<file path="config.mk">
export PLATFORM = sky130hd
export DESIGN_NAME = regfile_mbist_ctrl
export DESIGN_NICKNAME = d
export VERILOG_FILES = /design/src/rtl/regfile_mbist_ctrl.sv
export SDC_FILE = /design/constraint.sdc
export NUM_CORES = 1
export LEC_CHECK = 0
export CAP_MARGIN = 40
export CORE_ASPECT_RATIO = 0.5
export CORE_UTILIZATION = 44
export DETAILED_ROUTE_END_ITERATION = 8
export MAX_ROUTING_LAYER = met4
export PLACE_DENSITY = 0.84
export SYNTH_ARGS = -nofsm -noshare
export SYNTH_HDL_FRONTEND = slang
export SYNTH_SLANG_ARGS = --single-unit
</file>
<file path="constraint.sdc">
create_clock -name clk -period 2.8 [get_ports clk]
set_input_delay 0.56 -clock clk [delete_from_list [all_inputs] [get_ports clk]]
set_output_delay 0.56 -clock clk [all_outputs]
set_load 0.05 [all_outputs]
</file>
<file path="src/rtl/regfile_mbist_ctrl.sv">
// regfile_mbist_ctrl: March C- BIST sequencer for the register file 1RW test port.
// Drives bist/csn/wen/a/d, compares read data one cycle later, reports pass/fail and error count.
module regfile_mbist_ctrl #(
  parameter int ADDR_WIDTH = 5,
  parameter int DATA_WIDTH = 32,
  parameter bit STOP_ON_FAIL = 1'b0
) (
  input  logic                  clk,
  input  logic                  rst,
  input  logic                  start_i,
  input  logic                  abort_i,
  output logic                  bist_o,
  output logic                  csn_t_o,
  output logic                  wen_t_o,
  output logic [ADDR_WIDTH-1:0] a_t_o,
  output logic [DATA_WIDTH-1:0] d_t_o,
  input  logic [DATA_WIDTH-1:0] q_t_i,
  output logic                  busy_o,
  output logic                  done_o,
  output logic                  fail_o,
  output logic [ADDR_WIDTH-1:0] fail_addr_o,
  output logic [2:0]            fail_elem_o,
  output logic [7:0]            err_cnt_o
);
  localparam logic [ADDR_WIDTH-1:0] LAST = ADDR_WIDTH'((2 ** (ADDR_WIDTH - 1)) - 2);
  localparam logic [ADDR_WIDTH-1:0] ONE = ADDR_WIDTH'(1);
  typedef enum logic [2:0] {IDLE, SETUP, RUN, DRAIN, DONE} state_t;
  state_t state;
  logic [2:0] elem, elem_n, pelem;
  logic ph, ph_n, pv, two_op, down, last_ph, end_addr, final_op, rd_n, miscmp;
  logic [ADDR_WIDTH-1:0] addr_n, paddr;
  logic [DATA_WIDTH-1:0] pexp;
  // a_t_o/elem/ph describe the op on the port now; the *_n values are the op for next cycle
  always_comb begin
    two_op = elem != 3'd0 && elem != 3'd5;
    down = elem == 3'd3 || elem == 3'd4;
    last_ph = !two_op || ph;
    end_addr = down ? a_t_o == '0 : a_t_o == LAST;
    final_op = elem == 3'd5 && end_addr;
    elem_n = last_ph && end_addr ? elem + 3'd1 : elem;
    ph_n = !last_ph;
    addr_n = !last_ph ? a_t_o :
             !end_addr ? (down ? a_t_o - ONE : a_t_o + ONE) :
             (elem_n == 3'd3 || elem_n == 3'd4) ? LAST : '0;
    rd_n = (elem_n != 3'd0 && elem_n != 3'd5) ? !ph_n : elem_n == 3'd5;
    miscmp = pv && q_t_i != pexp;
  end
  always_ff @(posedge clk) begin
    if (rst) begin
      state <= IDLE;
      bist_o <= 1'b0;
      csn_t_o <= 1'b1;
      wen_t_o <= 1'b1;
      a_t_o <= '0;
      d_t_o <= '0;
      busy_o <= 1'b0;
      done_o <= 1'b0;
      fail_o <= 1'b0;
      fail_addr_o <= '0;
      fail_elem_o <= '0;
      err_cnt_o <= '0;
      elem <= '0;
      ph <= 1'b0;
      pv <= 1'b0;
      pexp <= '0;
      paddr <= '0;
      pelem <= '0;
    end else begin
      csn_t_o <= 1'b1;
      wen_t_o <= 1'b1;
      a_t_o <= '0;
      d_t_o <= '0;
      pv <= !csn_t_o && wen_t_o && !abort_i;
      pexp <= elem[0] ? '0 : '1;
      paddr <= a_t_o;
      pelem <= elem;
      if (miscmp) begin
        err_cnt_o <= err_cnt_o + 8'(err_cnt_o != 8'hFF);
        fail_o <= 1'b1;
        if (!fail_o) begin
          fail_addr_o <= paddr;
          fail_elem_o <= pelem;
        end
      end
      case (state)
        IDLE, DONE: if (start_i) begin
          state <= SETUP;
          bist_o <= 1'b1;
          busy_o <= 1'b1;
          done_o <= 1'b0;
          fail_o <= 1'b0;
          fail_addr_o <= '0;
          fail_elem_o <= '0;
          err_cnt_o <= '0;
        end
        SETUP: if (abort_i) begin
          state <= IDLE;
          bist_o <= 1'b0;
          busy_o <= 1'b0;
        end else begin
          state <= RUN;
          csn_t_o <= 1'b0;
          wen_t_o <= 1'b0;
          elem <= '0;
          ph <= 1'b0;
        end
        RUN: if (abort_i) begin
          state <= IDLE;
          bist_o <= 1'b0;
          busy_o <= 1'b0;
        end else if (STOP_ON_FAIL && miscmp) begin
          state <= DONE;
          bist_o <= 1'b0;
          busy_o <= 1'b0;
          done_o <= 1'b1;
        end else if (final_op) begin
          state <= DRAIN;
        end else begin
          csn_t_o <= 1'b0;
          wen_t_o <= rd_n;
          a_t_o <= addr_n;
          d_t_o <= rd_n ? '0 : {DATA_WIDTH{elem_n[0]}};
          elem <= elem_n;
          ph <= ph_n;
        end
        DRAIN: begin
          state <= abort_i ? IDLE : DONE;
          bist_o <= 1'b0;
          busy_o <= 1'b0;
          done_o <= !abort_i;
        end
        default: state <= IDLE;
      endcase
    end
  end
endmodule

</file>
==> impl_metrics.csv <==
group,metric,value,unit
timing,max-slew-margin-rel,51.3,%
synth,syn_area,0.00242,mm²
hold_path,hold-path-cell-count,1,
power_and_ir_drop,switching_share,23.2,%
finish,diodes,0,
power_and_ir_drop,pwr-share-clk,39.4,%
drt,first_iter_violations,72,
synth,yosysUniqueCellTypes,44,
timing,drv_slew,0,
finish,fill_cells,396,
timing,holdWs,0.437,ns
worst_setup_path,worstPathArrival,2.84,ns
placed_design,port_buffers,94,
synth,syn_inst,292,
power_and_ir_drop,internal_power,0.964,mW
synth,synth.ff_latch_count,44,
power_and_ir_drop,power_frac_seq,50.7,%
synth,yosys.area.top_type,"dfxtp_1",
power_and_ir_drop,combinationalPowerShare,9.8,%
floorplan,fp.dieH,54.5,µm
timing,max_freq,385,MHz
clock_network,clockBufferDepth,2,
clock_network,htree_levels,2,
power_and_ir_drop,total_leakage_power,1.21,nW
global_route,grt_pass1_vias,1994,
placed_design,gp_congestion,0.950,
worst_setup_path,cp.required,3.04,ns
global_route,track_usage,21.6,%
synth,synth_enable_flop_cells,0,
worst_setup_path,critPathKind,"flip-flop to flip-flop",
synth,ys_seq_area_share,36.3,%
global_route,grt-ovfl-total,0,
clock_network,clkSinkCount,44,
floorplan,io_pins,95,
synth,ys.flop_type,"dfxtp_1",
clock_network,cts-root-buf,"clkbuf_8",
placed_design,dp_cells,421,
drt,num_vias,2301,
flow_run,drv_cap,0,
floorplan,fp.coreArea,0.00511,mm²
floorplan,fp-row-count,18,
clock_network,hold_buffers,0,
drt,postRouteAntennaNets,0,
clock_network,postCtsSetupBuffers,0,
synth,avgSynthCellArea,8.30,µm²
timing,fin_crit,2.60,ns
worst_setup_path,end_kind,"flip-flop",
clock_network,clkTransAtPathRegs,0.09,ns
drt,drt_wl_total,5900,µm
worst_setup_path,worstPathMaxFanout,6,
drt,via_per_inst,5.36,
finish,fin_cells,429,
timing,fin_setup_tns,0,ns
finish,final_net_count,403,
timing,worstMarginPinSlew,0.724,ns
clock_network,cts_buffers,5,
run_status,status,"completed",
synth,synthArstFlopShare,0,%
clock_network,ctsResizeCount,0,
hold_path,hp-class,"flip-flop to flip-flop",
synth,synth_nets,337,
synth,ys_warn_count,0,
synth,synth_top_area_share,36.3,%
timing,rsz0062_at_grt,"no",
finish,area_growth_syn_to_layout,38.1,%
drt,wl_per_cell,13.8,µm
global_route,grt_pass1_wl,9290,µm
floorplan,fp.dieW,107,µm
drt,drc,0,
global_route,grt_max_degree,33,
drt,firstDrtPassIters,4,
global_route,grt_antenna_before_repair,0,
finish,final_layout_size_suffix_gt1_share,6.96,%
worst_setup_path,worst-r2r-cell-count,10,
power_and_ir_drop,power_density,375,mW/mm²
floorplan,initial_utilization,47.4,%
timing,setup-violations-final,0,
timing,hold_viol_final,0,
floorplan,die_area,0.00583,mm²
worst_setup_path,cp-start-kind,"flip-flop",
placed_design,detailedPlacementHpwl,4470,µm
clock_network,insertion_delay,0.30,ns
power_and_ir_drop,p_switching,0.292,mW
power_and_ir_drop,irDropWorstVdd,227,µV
synth,synthTopCellsByArea,"dfxtp_1 36%, buf_4 9.9%, nand2_1 4.8%, ha_1 4.1%, a21oi_1 3.5%",
timing,fin_skew,0.0106,ns
timing,period_share,92.8,%
clock_network,tritoncts,"built",
finish,fin_util,65.5,%
[logic make-up (layout without fill, tap and decap cells)]
| logic type | Yosys count | after routing | share of synthesized area (%) |
|---|---|---|---|
| AOI/OAI and AO/OA | 58 | 58 | 14.7 |
| xor gates and xnor gates | 8 | 8 | 2.89 |
| adders and majority gates | 9 | 9 | 4.96 |
| buffers and inverters | 47 | 114 | 12.6 |
| DFF | 44 | 44 | 36.3 |
| muxes | 3 | 3 | 1.76 |
| and+or+nand+nor | 123 | 123 | 26.7 |
[state kept, by name, indices dropped and copies added, names as in the netlist]
name,flops
wen_t_o,1
fail_o,1
fail_elem_o,3
state,3
elem,3
pelem,3
err_cnt_o,8
a_t_o,5
paddr,5
done_o,1
fail_addr_o,5
pexp,1
busy_o,1
d_t_o,1
csn_t_o,1
pv,1
ph,1
[layout make-up]
type	count	area [µm²]	share of cell area, %
clock buffers	5	68.8	2.06
clock inverters	3	47.5	1.42
inverters	3	11.3	0.336
multi-input cells	201	1240	37.1
flip-flops and latches	44	882	26.4
well taps	70	87.6	2.62
repair buffers	103	1010	30.1
[power by group through the flow]
stage | clock (mW) | sequential (mW) | combinational [mW]
2_1_floorplan | 0 | 0.658 | 0.0435
6_report | 0.495 | 0.637 | 0.124
3_3_place_gp | 0 | 0.652 | 0.119
5_1_grt | 0.528 | 0.639 | 0.133
3_5_place_dp | 0 | 0.652 | 0.122
4_1_cts | 0.506 | 0.637 | 0.123
[metal layers]
layer  part of all wire, %  routed length (µm)  track usage (%)  vias to the layer above
met2                    51                2980             38.7                       77
li1                      -                   -                -                     1148
met5                     0                   0                -                        -
met3                   5.1                 300             5.00                       15
met1                    42                2480             23.5                     1061
met4                   2.4                 139             11.0                        0
[worst paths after layout]
path	slack, ns	start	endpoint
setup / recovery	0.20	elem[0]	a_t_o[4]
hold / removal	0.44	csn_t_o	pv
setup reg to reg	0.20	elem[0]	a_t_o[4]
hold reg to reg	0.44	csn_t_o	pv
[per-stage QoR]
| stage | setup WS [ns] | area [µm²] | total power [mW] |
|---|---|---|---|
| 2_1_floorplan | 0.343 | 2420 | 0.701 |
| 3_3_place_gp | 0.192 | 3230 | 0.771 |
| 3_5_place_dp | 0.103 | 3230 | 0.774 |
| 4_1_cts | 0.149 | 3350 | 1.27 |
| 5_1_grt | 0.0675 | 3350 | 1.30 |
| 6_report | 0.202 | 3350 | 1.26 |
[critical path: stages (launching register included)]
cell,delay [ns]
dfxtp_2,0.37
inv_1,0.11
ha_1,0.27
mux2i_4,0.21
inv_1,0.14
fa_1,0.41
a21o_1,0.17
a21oi_1,0.21
xnor2_1,0.13
or4_1,0.40
a21oi_1,0.12
[cells in the mapped netlist, types with 3 or more instances]
cell type / n
a21oi_1: 17
and2_1: 3
buf_4: 32
clkbuf_1: 8
dfxtp_1: 44
ha_1: 8
inv_1: 3
nand2_1: 31
nand2b_1: 7
nand3_1: 13
nand4_1: 5
nor2_1: 16
nor2b_1: 9
nor3_1: 10
nor4_1: 5
o211ai_1: 8
o21ai_0: 14
o21ai_1: 3
o31ai_1: 3
or3_1: 7
or4_1: 9
xnor2_1: 4
xor2_1: 4
[layout by cell type, fill, tap and decap left out, drive strengths merged, types with 2 or more instances in the layout]
master,count
o21ai,17
a21o,2
nand4,5
and3,2
a21oi,17
and2,3
xnor2,4
clkdlybuf4s50,94
mux2i,3
o22ai,2
o211ai,8
xor2,4
or4,9
inv,3
clkbuf,5
dfxtp,44
clkinv,2
or2,2
nand2,31
nor3,10
a31o,2
nor4,5
buf,9
a311oi,2
nor2b,9
ha,8
nand2b,7
nor2,16
nand3,13
or3,7
o31ai,3
Note: power is estimated with default switching activity, not from simulation.
